## src/rtl/parity_check_64.sv

```systemverilog
// Receive-side parity checker: a 2-stage valid/ready pipeline recomputes parity over each word,
// flags mismatches, and keeps a sticky error flag plus a saturating error count.
module parity_check_64 #(
   parameter int unsigned W     = 64,
   parameter bit          ODD   = 1'b0,
   parameter int unsigned CNT_W = 16
) (
   input  logic             clk,
   input  logic             rst_n,
   input  logic             in_valid,
   output logic             in_ready,
   input  logic [W-1:0]     in_data,
   input  logic             in_par,
   output logic             out_valid,
   input  logic             out_ready,
   output logic [W-1:0]     out_data,
   output logic             out_err,
   output logic             err_sticky,
   output logic [CNT_W-1:0] err_cnt,
   input  logic             clr_err
);

   logic             s1_valid_q, s1_valid_d;
   logic [W-1:0]     s1_data_q, s1_data_d;
   logic             s1_par_q, s1_par_d;
   logic             s2_valid_q, s2_valid_d;
   logic [W-1:0]     s2_data_q, s2_data_d;
   logic             s2_err_q, s2_err_d;
   logic             err_sticky_q, err_sticky_d;
   logic [CNT_W-1:0] err_cnt_q, err_cnt_d;

   logic s1_rdy, s2_rdy;
   logic in_hs, s1_to_s2, out_err_hs;
   logic mis;

   assign s2_rdy   = !s2_valid_q || out_ready;
   assign s1_rdy   = !s1_valid_q || s2_rdy;
   assign in_ready = s1_rdy;

   assign in_hs      = in_valid && s1_rdy;
   assign s1_to_s2   = s1_valid_q && s2_rdy;
   assign out_err_hs = s2_valid_q && out_ready && s2_err_q;

   assign mis = (^s1_data_q) ^ s1_par_q ^ ODD;

   always_comb begin
      s1_valid_d = s1_valid_q;
      s1_data_d  = s1_data_q;
      s1_par_d   = s1_par_q;
      if (s1_rdy) begin
         s1_valid_d = in_valid;
      end
      if (in_hs) begin
         s1_data_d = in_data;
         s1_par_d  = in_par;
      end
   end

   always_comb begin
      s2_valid_d = s2_valid_q;
      s2_data_d  = s2_data_q;
      s2_err_d   = s2_err_q;
      if (s2_rdy) begin
         s2_valid_d = s1_valid_q;
      end
      if (s1_to_s2) begin
         s2_data_d = s1_data_q;
         s2_err_d  = mis;
      end
   end

   // A clear coinciding with an erroneous handshake wins; that event is dropped.
   always_comb begin
      err_sticky_d = err_sticky_q;
      err_cnt_d    = err_cnt_q;
      if (clr_err) begin
         err_sticky_d = 1'b0;
         err_cnt_d    = '0;
      end else if (out_err_hs) begin
         err_sticky_d = 1'b1;
         if (err_cnt_q != {CNT_W{1'b1}}) begin
            err_cnt_d = err_cnt_q + 1'b1;
         end
      end
   end

   always_ff @(posedge clk) begin
      if (!rst_n) begin
         s1_valid_q   <= 1'b0;
         s1_data_q    <= '0;
         s1_par_q     <= 1'b0;
         s2_valid_q   <= 1'b0;
         s2_data_q    <= '0;
         s2_err_q     <= 1'b0;
         err_sticky_q <= 1'b0;
         err_cnt_q    <= '0;
      end else begin
         s1_valid_q   <= s1_valid_d;
         s1_data_q    <= s1_data_d;
         s1_par_q     <= s1_par_d;
         s2_valid_q   <= s2_valid_d;
         s2_data_q    <= s2_data_d;
         s2_err_q     <= s2_err_d;
         err_sticky_q <= err_sticky_d;
         err_cnt_q    <= err_cnt_d;
      end
   end

   assign out_valid  = s2_valid_q;
   assign out_data   = s2_data_q;
   assign out_err    = s2_err_q;
   assign err_sticky = err_sticky_q;
   assign err_cnt    = err_cnt_q;

endmodule
```

## config.mk

```make
export PLATFORM = sky130hd
export DESIGN_NAME = parity_check_64
export DESIGN_NICKNAME = d
export VERILOG_FILES = /design/src/rtl/parity_check_64.sv
export SDC_FILE = /design/constraint.sdc
export NUM_CORES = 1
export LEC_CHECK = 0
export ABC_AREA = 1
export CAP_MARGIN = 25
export CORE_ASPECT_RATIO = 1.4
export CORE_UTILIZATION = 52
export CTS_BUF_LIST = sky130_fd_sc_hd__clkbuf_4 sky130_fd_sc_hd__clkbuf_8
export DETAILED_ROUTE_END_ITERATION = 8
export PLACE_DENSITY = 0.79
export SLEW_MARGIN = 40
export SYNTH_ARGS = -nofsm -noshare
export SYNTH_HDL_FRONTEND = slang
export SYNTH_SLANG_ARGS = --single-unit
```

## constraint.sdc

```tcl
create_clock -name clk -period 1.77 [get_ports clk]
set_clock_uncertainty 0.05 [all_clocks]
set_input_delay 0.354 -clock clk [delete_from_list [all_inputs] [get_ports clk]]
set_output_delay 0.354 -clock clk [all_outputs]
set_load 0.005 [all_outputs]
```

# After elaboration in Yosys (flattened, before gate mapping)
# Cells that the tools add are included.
# classes
add_sub_neg	1
reduce_logical	11
bitwise	2
eq_ne	1
# ops
operator	n
$reduce_xor 64->1	1
$add 16x1->16 const B	1
$ne 16x16->1 const B	1
$logic_and 1x1->1	4
$logic_not 1->1	2
$logic_or 1x1->1	2
$reduce_and 2->1	1
$reduce_or 2->1	1
$not 1->1	1
$xor 1x1->1	1
# totals
reg_bits	149
inputBits	70
wordCells	23
out_inout_bits	84

# Depth between registers and ports, before layout
# logic_depth
word_depth	4
depth_mapped	17
mapped_depth_nobuf	17

# Least setup slack after synthesis
# Ideal clock, no wire load.
# synth_timing
path_type	register to register
from	register err_cnt_q[0] (netlist: err_cnt[0])
to	register err_cnt_q[9] (netlist: err_cnt[9])
arrival_ps	1410
period_less_slack_ps	1573
required_ps	1607
path_stages_with_launch	14
path_slack_ps	197
setup_ps	113
path_cell_list	dfxtp_1 -> ha_1 -> nand4_1 -> inv_2 -> nand2_1 -> nand2_1 -> nand2_4 -> nand3_2 -> nor2_2 -> nand2_2 -> nor3_2 -> nand2_1 -> nand2_1 -> nor2_1
# synth_via
elab_chain_cells	2
word_cells_on_any_way	3
classes_between	add/sub: 1; eq/ne: 1; reduce/logical: 1
# synth_lines
item	line	text
from (decl)	30	logic [CNT_W-1:0] err_cnt_q, err_cnt_d;
from (signal assigned)	105	err_cnt_q <= err_cnt_d;
branches (longest 2 deep; another with $add 16x1->16)	--	
# Several ways; the timed one is not identified.
# A chain may end at the register's enable or synchronous reset.

# Worst setup path in the final report
# layout_timing
from	register s2_data_q[46] (netlist: out_data[46])
to	output out_data[46]
# layout_rtl
item	line	text
from (decl)	27	logic [W-1:0] s2_data_q, s2_data_d;
from (signal assigned)	102	s2_data_q <= s2_data_d;
to (decl)	16	output logic [W-1:0] out_data,
# No word-level cell between the ends.

==> key figures <==
Pwr
  • Flop pwr share: 0.479
  • P_int: 5.532 mW
  • Leak pwr: 3.861 nW
  • Maximum VDD drop: 625.3 µV
  • Net switching power: 2.269 mW
  • Combinational share of power: 0.199
  • Sw frac: 0.2908
  • P per Cell Area: 876.0 mW/mm²
  • Power share of the clock group: 0.322

Final layout
  • Fillers: 1,004
  • Multi-input logic area: 0.003188 mm²
  • Ant diodes: 0
  • Commonest non-fill, non-tap cell in the layout: nand2_1
  • Nets: 1,189
  • Most frequent cells in the layout: 283 x nand2_1, 148 x clkdlybuf4s50_1, 138 x o21ai_0
  • FF/Latch Area: 0.003038 mm²
  • Syn-to-layout area delta: 36.13%
  • Share of layout cells above drive strength 1: 0.1389
  • Final Non-Filler Cells: 1,280

Critical path
  • Crit Path Category: reg -> out
  • Launching point of the worst reg2reg path: err_cnt[0]$_SDFFE_PP0P_
  • Worst R2R Setup Slack: 130 ps
  • Crit path launch type: register
  • WP data required: 1370 ps
  • Crit path cell chain: clkdlybuf4s50_1
  • Reg2reg end: err_cnt[3]$_SDFFE_PP0P_
  • Worst EP arrival: 1320 ps
  • Largest fanout on the critical path: 2
  • CP top delay family: buffers and inverters
  • CP max stage delay: 520 ps
  • Type of destination of the critical path: primary output
  • Crit path buf inv count: 1
  • Worst Reg-to-Reg Cells: 10
  • CP max stage cell: clkdlybuf4s50_1

Job
  • Maxcap violations: 0

Routing
  • Remaining DRCs: 0
  • Drt via density: 5.038
  • Wire length per cell: 11.98 µm
  • Final wirelength: 15,340 µm
  • Remaining antenna violation count: 0
  • Drt first pass iters: 6
  • Via count: 6,449
  • 1st-iter DRT viols: 174

Synth
  • Yosys reg bits: 149
  • Mapped cell area: 0.006541 mm²
  • Post-synthesis sequential area ratio: 0.4560
  • Synth warnings: 0
  • Mapped Cells: 962
  • Syn_nets: 1,033
  • Post-Syn Area per Cell: 6.800 µm²
  • Netlist cell types: 27

Timing
  • Fin. max-slew vios: 0
  • Final period utilization: 0.9764
  • # setup viols final: 0
  • Tightest Pin Transition: 323.4 ps
  • RSZ-0062 raised after global routing: true
  • Period minus WS final: 1728 ps
  • Final Hold Viols: 0
  • Worst hold slack: 205.8 ps
  • Rel. slew slack: 0.7844
  • Max Freq: 578.6 MHz

Global route
  • Vias in the first global route: 5,808
  • Largest net degree at the start of global routing: 93
  • Global route total overflow: 0
  • GRT Overall Usage: 0.2340
  • Initial antenna violation count: 0
  • First-pass GRT wire length: 25,280 µm

Floorplanning
  • Core area: 0.01231 mm²
  • IO Pins: 154
  • FP Rows: 48
  • Initial core utilization: 0.5313
  • Die height: 134.7 µm
  • Die Wd: 96.79 µm
  • Die Area: 0.01304 mm²

Clock tree
  • CTS Buf Count: 17
  • H-Tree Level Count: 4
  • Setup bufs post-CTS: 0
  • Clock Latency Late Sink: 440 ps
  • CTS root buf: clkbuf_8
  • CTS tree: built
  • Clock Tree Buf Depth: 2
  • Clock transition at path regs: 80 ps
  • # clock sinks: 149

Placed design
  • Detailed Place HPWL: 10,940 µm
  • Port Buffer Count: 153
  • Placed cells: 1,249
  • GPL Wtd Cong: 0.7842

Status
  • Run status: complete, no violations

Hold path
  • Hold Path Class: in -> reg
  • Hold Path End: out_valid$_SDFFE_PN0P_
  • Hold_sp: rst_n
  • Hold depth: 3
## registers in the layout (all words and copies together), names as in the netlist
| name | count |
|---|---|
| s1_valid_q | 1 |
| s1_data_q | 64 |
| out_data | 64 |
| out_err | 1 |
| err_cnt | 16 |
| err_sticky | 1 |
| out_valid | 1 |
| s1_par_q | 1 |
## final cells by class
type | instances | area share
multi-input combinational | 690 | 0.3580
sequential | 149 | 0.3412
timing repair buffer | 180 | 0.2037
inverter | 80 | 0.03386
clock buffer | 21 | 0.03105
tap | 150 | 0.02108
clock inverter | 10 | 0.01110
## cells in the mapped netlist
library cell	count	share of area
nor3_1	2	0.0015
buf_1	2	0.0011
clkbuf_1	38	0.022
buf_2	1	0.00076
nand2_4	1	0.0017
clkbuf_8	1	0.0021
nand2_2	2	0.0019
nor3_2	2	0.0031
nand3b_1	1	0.0011
ha_1	1	0.0019
a21oi_1	101	0.077
nand3_1	15	0.011
inv_2	6	0.0034
a211oi_1	1	0.0011
o21a_1	2	0.0023
dfxtp_1	149	0.46
nand3_2	1	0.0015
o21ai_1	2	0.0015
nor2_2	2	0.0019
nand4_1	4	0.0038
nand2_1	293	0.17
xor2_1	8	0.011
buf_6	1	0.0017
xnor2_1	11	0.015
o21ai_0	138	0.11
inv_1	74	0.042
nor2_1	103	0.059
## power groups by stage
stage               logic (mW)  registers, mW  clock network, mW
floorplan                0.890           3.78                  0
global placement          1.47           3.78                  0
detailed placement        1.50           3.79                  0
CTS                       1.51           3.72               2.56
global route              1.76           3.77               2.70
finish                    1.55           3.74               2.51
## metrics by stage
step | power, mW | worst slack (ps) | TNS [ps] | util | area, µm²
floorplan | 4.666 | 197.4 | 0 | - | 6541
global placement | 5.257 | -181.1 | -1305 | 0.6804 | 8377
detailed placement | 5.295 | -223.7 | -2911 | 0.6804 | 8377
CTS | 7.784 | 1.303 | 0 | 0.7118 | 8763
global route | 8.234 | -51.27 | -70.98 | 0.7233 | 8905
finish | 7.800 | 41.79 | 0 | 0.7233 | 8905
## worst register-to-register path, cell delays in order, from the launching register on
cell and delay [ps]:
dfxtp_1 330, ha_2 200, nand4_1 100, inv_2 50, nand2_1 80, nand2_1 90, nand2_4 110, inv_1 70
nor3_1 250, o21ai_0 120, a21oi_1 120
## worst max-delay path by stage
stage	start	cells after the start	slack [ps]	to
final	out_data[46]$_SDFFE_PN0P_	1	40	out_data[46]
after global routing	s1_data_q[34]$_SDFFE_PN0P_	14	-50	out_err$_SDFFE_PN0P_
after CTS	err_cnt[5]$_SDFFE_PP0P_	1	1	err_cnt[5]
after detailed placement	out_ready	12	-220	err_cnt[9]$_SDFFE_PP0P_
after global placement	out_ready	12	-180	err_cnt[9]$_SDFFE_PP0P_
after floorplan	err_cnt[0]$_SDFFE_PP0P_	13	200	err_cnt[9]$_SDFFE_PP0P_
## kinds of logic (layout without fill, tap and decap cells)
group / after synthesis / in the layout / synth area share
flip-flops: 149 / 149 / 0.4560
buffers and inverters: 123 / 291 / 0.07345
adder cells (fa/ha/maj): 1 / 1 / 0.001912
XOR/XNOR: 19 / 19 / 0.02544
AO/OA/AOI/OAI: 244 / 244 / 0.1878
AND/OR/NAND/NOR: 426 / 426 / 0.2554
## repair_timing
| item | 4_1_cts | 5_1_grt |
|---|---|---|
| endpoints found under the setup margin | 14 | 11 |
| gates resized for setup | 17 | 71 |
| hold buffers | 0 | 0 |
| pin swaps | 0 | 8 |
## layer usage
layer / vias up / GRT usage / part of all wire
li1: 3382 / - / -
met1: 2905 / 0.2662 / 0.43
met2: 133 / 0.4237 / 0.52
met3: 29 / 0.04296 / 0.030
met4: 0 / 0.1070 / 0.028
met5: - / 0 / 0
Note: power is estimated with default switching activity, not from simulation.
